--- config.mk ---
export PLATFORM = sky130hd
export DESIGN_NAME = xmega_alu_wb_seq_flat
export DESIGN_NICKNAME = d
export VERILOG_FILES = /design/src/rtl/xmega_alu_wb_seq_if.sv /design/src/rtl/xmega_alu_wb_seq.sv /design/src/flat_wrapper.sv
export SDC_FILE = /design/constraint.sdc
export NUM_CORES = 1
export LEC_CHECK = 0
export ABC_AREA = 0
export CELL_PAD_IN_SITES_DETAIL_PLACEMENT = 0
export CELL_PAD_IN_SITES_GLOBAL_PLACEMENT = 1
export CORE_MARGIN = 2
export CORE_UTILIZATION = 32
export CTS_BUF_LIST = sky130_fd_sc_hd__clkbuf_4 sky130_fd_sc_hd__clkbuf_8 sky130_fd_sc_hd__clkbuf_16
export DETAILED_ROUTE_END_ITERATION = 16
export PLACE_DENSITY = 0.88
export SYNTH_ARGS = -nofsm -noshare
export SYNTH_HDL_FRONTEND = slang
export SYNTH_SLANG_ARGS = --single-unit
--- constraint.sdc ---
create_clock -name clk -period 2.2 [get_ports clk]
set_clock_uncertainty 0.2 [all_clocks]
set_input_delay 0.22 -clock clk [delete_from_list [all_inputs] [get_ports clk]]
set_output_delay 0.22 -clock clk [all_outputs]
set_load 0.005 [all_outputs]
--- src/rtl/xmega_alu_wb_seq_if.sv ---
// Issue bus from the decoder/ALU into the write-back sequencer.
// The decoder side drives the master modport, the sequencer consumes the slave modport.
interface xmega_alu_wb_seq_if;
  logic        iss_valid;
  logic        iss_ready;
  logic [1:0]  iss_kind;
  logic [4:0]  iss_rda;
  logic [15:0] iss_res;
  logic [7:0]  iss_sreg;
  logic        iss_sreg_we;

  modport master (
    output iss_valid, iss_kind, iss_rda, iss_res, iss_sreg, iss_sreg_we,
    input  iss_ready
  );

  modport slave (
    input  iss_valid, iss_kind, iss_rda, iss_res, iss_sreg, iss_sreg_we,
    output iss_ready
  );
endinterface

--- src/rtl/xmega_alu_wb_seq.sv ---
// Write-back sequencer between the xmega ALU and the single-write-port register file.
// Splits word results into two byte writes and owns the architectural SREG.
module xmega_alu_wb_seq #(
  parameter logic [7:0] SREG_RESET = 8'h00,
  parameter bit         HAS_MUL    = 1'b1
) (
  input  logic                      clk,
  input  logic                      rst,
  xmega_alu_wb_seq_if.slave         iss,
  input  logic                      io_sreg_we,
  input  logic [7:0]                io_sreg_d,
  input  logic                      flush,
  output logic                      rf_we,
  output logic [4:0]                rf_addr,
  output logic [7:0]                rf_data,
  output logic [7:0]                sreg_q,
  output logic                      busy,
  output logic                      err
);

  typedef enum logic {
    IDLE  = 1'b0,
    WR_HI = 1'b1
  } state_t;

  localparam logic [1:0] KIND_NONE = 2'b00;
  localparam logic [1:0] KIND_BYTE = 2'b01;
  localparam logic [1:0] KIND_WORD = 2'b10;
  localparam logic [1:0] KIND_MUL  = 2'b11;

  state_t     state_q, state_d;
  logic [4:0] hi_addr_q, hi_addr_d;
  logic [7:0] hi_data_q, hi_data_d;
  logic       rf_we_d, busy_d, err_d;
  logic [4:0] rf_addr_d;
  logic [7:0] rf_data_d;
  logic [7:0] sreg_d;
  logic       accept;
  logic       mul_drop;

  // Ready depends on state only so the decoder never sees a valid->ready loop.
  assign iss.iss_ready = rst & (state_q != WR_HI);
  assign accept        = iss.iss_valid & iss.iss_ready & ~flush;
  assign mul_drop      = (iss.iss_kind == KIND_MUL) & ~HAS_MUL;

  always_comb begin
    state_d   = state_q;
    hi_addr_d = hi_addr_q;
    hi_data_d = hi_data_q;
    rf_we_d   = 1'b0;
    rf_addr_d = rf_addr;
    rf_data_d = rf_data;
    busy_d    = 1'b0;
    err_d     = 1'b0;
    sreg_d    = sreg_q;

    unique case (state_q)
      IDLE: begin
        if (accept) begin
          if (mul_drop) begin
            err_d = 1'b1;
          end else begin
            if (iss.iss_sreg_we) sreg_d = iss.iss_sreg;
            unique case (iss.iss_kind)
              KIND_NONE: ;
              KIND_BYTE: begin
                rf_we_d   = 1'b1;
                rf_addr_d = iss.iss_rda;
                rf_data_d = iss.iss_res[7:0];
              end
              KIND_WORD: begin
                rf_we_d   = 1'b1;
                rf_addr_d = {iss.iss_rda[4:1], 1'b0};
                rf_data_d = iss.iss_res[7:0];
                hi_addr_d = {iss.iss_rda[4:1], 1'b1};
                hi_data_d = iss.iss_res[15:8];
                busy_d    = 1'b1;
                state_d   = WR_HI;
              end
              KIND_MUL: begin
                rf_we_d   = 1'b1;
                rf_addr_d = 5'd0;
                rf_data_d = iss.iss_res[7:0];
                hi_addr_d = 5'd1;
                hi_data_d = iss.iss_res[15:8];
                busy_d    = 1'b1;
                state_d   = WR_HI;
              end
              default: ;
            endcase
          end
        end
      end
      WR_HI: begin
        // A flush here only cancels the high byte; the low byte is already committed.
        state_d = IDLE;
        if (!flush) begin
          rf_we_d   = 1'b1;
          rf_addr_d = hi_addr_q;
          rf_data_d = hi_data_q;
        end
      end
      default: state_d = IDLE;
    endcase

    if (io_sreg_we) sreg_d = io_sreg_d;
  end

  always_ff @(posedge clk or negedge rst) begin
    if (!rst) begin
      state_q   <= IDLE;
      hi_addr_q <= 5'd0;
      hi_data_q <= 8'h00;
      rf_we     <= 1'b0;
      rf_addr   <= 5'd0;
      rf_data   <= 8'h00;
      busy      <= 1'b0;
      err       <= 1'b0;
      sreg_q    <= SREG_RESET;
    end else begin
      state_q   <= state_d;
      hi_addr_q <= hi_addr_d;
      hi_data_q <= hi_data_d;
      rf_we     <= rf_we_d;
      rf_addr   <= rf_addr_d;
      rf_data   <= rf_data_d;
      busy      <= busy_d;
      err       <= err_d;
      sreg_q    <= sreg_d;
    end
  end

endmodule

--- src/flat_wrapper.sv ---
// flat-port wrapper written by rule: the top's interface ports become plain ports
module xmega_alu_wb_seq_flat 
#(
  parameter logic [7:0] SREG_RESET = 8'h00,
  parameter bit         HAS_MUL    = 1'b1
)
  (clk, rst, io_sreg_we, io_sreg_d, flush, rf_we, rf_addr, rf_data, sreg_q, busy, err, iss_iss_valid, iss_iss_kind, iss_iss_rda, iss_iss_res, iss_iss_sreg, iss_iss_sreg_we, iss_iss_ready);
  xmega_alu_wb_seq_if iss_i ();
  input  logic clk;
  input  logic rst;
  input  logic io_sreg_we;
  input  logic [7:0] io_sreg_d;
  input  logic flush;
  output logic rf_we;
  output logic [4:0] rf_addr;
  output logic [7:0] rf_data;
  output logic [7:0] sreg_q;
  output logic busy;
  output logic err;
  input wire logic [$bits(iss_i.iss_valid)-1:0] iss_iss_valid;
  input wire logic [$bits(iss_i.iss_kind)-1:0] iss_iss_kind;
  input wire logic [$bits(iss_i.iss_rda)-1:0] iss_iss_rda;
  input wire logic [$bits(iss_i.iss_res)-1:0] iss_iss_res;
  input wire logic [$bits(iss_i.iss_sreg)-1:0] iss_iss_sreg;
  input wire logic [$bits(iss_i.iss_sreg_we)-1:0] iss_iss_sreg_we;
  output wire logic [$bits(iss_i.iss_ready)-1:0] iss_iss_ready;
  assign iss_i.iss_valid = iss_iss_valid;
  assign iss_i.iss_kind = iss_iss_kind;
  assign iss_i.iss_rda = iss_iss_rda;
  assign iss_i.iss_res = iss_iss_res;
  assign iss_i.iss_sreg = iss_iss_sreg;
  assign iss_i.iss_sreg_we = iss_iss_sreg_we;
  assign iss_iss_ready = iss_i.iss_ready;
  xmega_alu_wb_seq #(.SREG_RESET(SREG_RESET), .HAS_MUL(HAS_MUL)) u_core (.clk(clk), .rst(rst), .iss(iss_i), .io_sreg_we(io_sreg_we), .io_sreg_d(io_sreg_d), .flush(flush), .rf_we(rf_we), .rf_addr(rf_addr), .rf_data(rf_data), .sreg_q(sreg_q), .busy(busy), .err(err));
endmodule
==> reports/summary.txt <==
Clock slew at reported path FFs -> 0.07 ns
Post-synth EDFFs -> 0
Reg power frac -> 0.484
IO Count -> 70
Antenna cells -> 0
VDD IR max -> 0.000306 V
Fin crit share -> 0.957
F_max -> 0.475 GHz
Total core area -> 5140 sq um
Pre-CTS setup slack -> 0.0543 ns
Root Driver -> clkbuf_8
Synth Instances -> 142
Dominant cell type by area after synthesis -> dfrtp_1
CP Max Fanout -> 15
Unique masters post-synth -> 29
Setup crit start kind -> input port
Net Sw Frac -> 0.246
Critical Path RT -> 1.78 ns
Drt wl/cell -> 14.0 um
Pint -> 1.33 mW
Share of total power in the clock network -> 0.254
DR iter-0 viols -> 44
Gpl congestion -> 0.812
Total detailed-routing wirelength -> 4.05 mm
Mapped Area -> 1710 sq um
Net switching power -> 434 uW
Nature of the critical path endpoint -> primary output
# nets final -> 266
H-tree levels -> 2
Main flop type after synthesis -> dfrtp_1
Pwr Total -> 1.76 mW
Rows -> 26
Via/cell ratio -> 4.71
Worst min path class -> in -> async
Gate power share -> 0.262
Async set-reset flop share out of synthesis -> 1.00
Dpl cells -> 280
CTS buffer count -> 5
DPL Wire Length -> 2.98 mm
Max cap viols -> 0
WS Path Type -> in -> out
Status -> completed
Post-Syn Area per Cell -> 12.1 sq um
Total GRT Usage -> 0.138
DR vias -> 1357
Fin. max-slew vios -> 0
Drt pass-1 iters -> 4
Congestion Overflow GR -> 0
CTS tree -> built
Starting Density -> 0.333
WP data arrival -> 1.69 ns
Synth warn -> 0
RSZ-0062 raised after global routing -> false
Cell Count, Final, Fillers Out -> 288
Worst-skew pair later-pin latency -> 0.28 ns
Initial antenna violation count -> 0
Top post-synthesis cells by area -> dfrtp_1, mux2_2, o21ai_0, mux2_1, nor2b_1
Worst path max stage delay -> 0.54 ns
Die height -> 77.2 um
Vias in the first global route -> 1311
TritonCTS Sinks -> 36
Post-synthesis sequential area ratio -> 0.526
Die area -> 5960 sq um
Min Tclk post-route -> 2.11 ns
Maximum number of pins on one net before global-route repair -> 21
Clock buffer depth -> 2
Synthesis-to-layout area growth -> 51.1%
Flip-flop and latch count after synthesis -> 36
Post-route DRC -> 0
Remaining antenna violation count after routing -> 0
Slowest library cell on the worst path -> dlygate4sd3_1
First-pass GRT wire length -> 6.37 mm
Leakage dissipation -> 1.07 nW
PD cells -> 680 nW/um^2
Die width -> 77.2 um
Syn nets -> 190
Share of cells above drive strength 1 -> 0.179
Number of I/O port buffers -> 68
Crit-path cells -> dlygate4sd3_1 -> clkbuf_4 -> nor2b_1 -> clkdlybuf4s50_1
Setup TNS -> 0 ns
Synth top area share -> 0.526
Finish-stage setup viols -> 0
Final Hold Fails -> 0
Setup ws final -> 0.0948 ns
Post-CTS setup buffer count -> 0
[layout make-up]
| type | instances | area (sq um) |
|---|---|---|
| multi-input combinational | 95 | 764 |
| tap | 70 | 87.6 |
| inverter | 4 | 15.0 |
| fill | 489 | 2550 |
| sequential | 36 | 901 |
| timing repair buffer | 76 | 741 |
| clock inverter | 1 | 5.00 |
| clock buffer | 6 | 76.3 |
[Yosys cell counts (2+ instances only)]
master    number
dfrtp_1       36
mux2_2        19
o21ai_0       12
nor2b_1        9
a21oi_1        8
a31oi_1        8
a221o_1        5
mux2_1         5
inv_1          4
nand2_1        4
nor3b_1        4
o31ai_1        4
buf_2          3
clkbuf_1       3
ha_1           3
nor2_1         2
[per-stage QoR]
| step | utilization | area, sq um | hold WS (ns) |
|---|---|---|---|
| 6_report | 0.504 | 2590 | 0.166 |
| 5_1_grt | 0.504 | 2590 | 0.172 |
| 4_1_cts | 0.503 | 2590 | 0.155 |
| 3_5_place_dp | 0.486 | 2500 | -0.0609 |
| 3_3_place_gp | 0.486 | 2500 | -0.0574 |
| 2_1_floorplan | - | 1710 | -0.276 |
[cells by family (layout without fill, tap and decap cells)]
logic type | Yosys count | count (layout) | synth area share
other cells | 1 | 1 | 0.00219
simple gates | 26 | 26 | 0.101
compound gates | 40 | 40 | 0.157
mux | 25 | 25 | 0.164
buf+inv | 11 | 87 | 0.0285
flops | 36 | 36 | 0.526
fa+ha+maj | 3 | 3 | 0.0219
[critical path, delay by kind of cell]
| kind | cells | cell delay (ns) |
|---|---|---|
| buf+inv | 3 | 1.30 |
| simple gates | 1 | 0.16 |
[state kept, by name (all words and copies together) (netlist names)]
register / cells
u_core.hi_data_q: 8
u_core.rf_data: 8
u_core.sreg_q: 8
u_core.hi_addr_q: 5
u_core.rf_addr: 5
u_core.busy: 1
u_core.rf_we: 1
[final timing paths]
kind	depth (start not counted)	to	slack, ns	from
max	4	iss_iss_ready	0.09	rst
min in group clk	1	u_core.hi_addr_q[0]$_DFFE_PN0P_	0.28	u_core.hi_addr_q[0]$_DFFE_PN0P_
min reg2reg	1	u_core.hi_addr_q[0]$_DFFE_PN0P_	0.28	u_core.hi_addr_q[0]$_DFFE_PN0P_
min	2	u_core.rf_addr[4]$_DFFE_PN0P_	0.17	rst
max reg2reg	3	u_core.rf_data[3]$_DFFE_PN0P_	0.48	u_core.busy$_DFF_PN0_
max in group asynchronous	3	u_core.rf_data[5]$_DFFE_PN0P_	1.15	rst
[metal layers]
layer	global-route usage	part of all wire	up-vias
li1	-	-	666
met1	0.191	0.48	634
met2	0.199	0.45	50
met3	0.0459	0.061	7
met4	0.0518	0.015	0
met5	0	0	-
[cell usage in the layout, fill, tap and decap left out]
cell type / count
a31oi_4: 1
o211a_1: 1
and4_1: 1
nor2_1: 2
or2_2: 1
clkinv_2: 1
nor2b_1: 9
a221o_1: 5
clkbuf_4: 2
nor2b_2: 1
dfrtp_1: 36
o21bai_1: 1
a31oi_1: 8
and4bb_1: 1
buf_4: 7
nor2_4: 1
a21oi_1: 8
mux2_1: 5
ha_1: 3
nand2_1: 4
o21ai_0: 12
inv_1: 4
clkbuf_8: 5
conb_1: 1
dlygate4sd3_1: 1
nor2_2: 1
nor3b_1: 4
mux2i_1: 1
clkdlybuf4s50_1: 67
nand4bb_1: 1
o31ai_1: 4
mux2_2: 19
[power groups by stage]
stage / logic, mW / clock network (mW) / registers, mW
2_1_floorplan: 0.173 / 0 / 0.860
3_3_place_gp: 0.461 / 0 / 0.862
3_5_place_dp: 0.466 / 0 / 0.866
4_1_cts: 0.469 / 0.470 / 0.855
5_1_grt: 0.497 / 0.497 / 0.871
6_report: 0.461 / 0.447 / 0.854
[repair_timing]
item	CTS	global route
hold endpoints to repair	29	0
setup endpoints to repair	0	1
hold buffers	1	0
gates resized for setup	0	1
No activity file was read; power rests on OpenSTA's default activity.
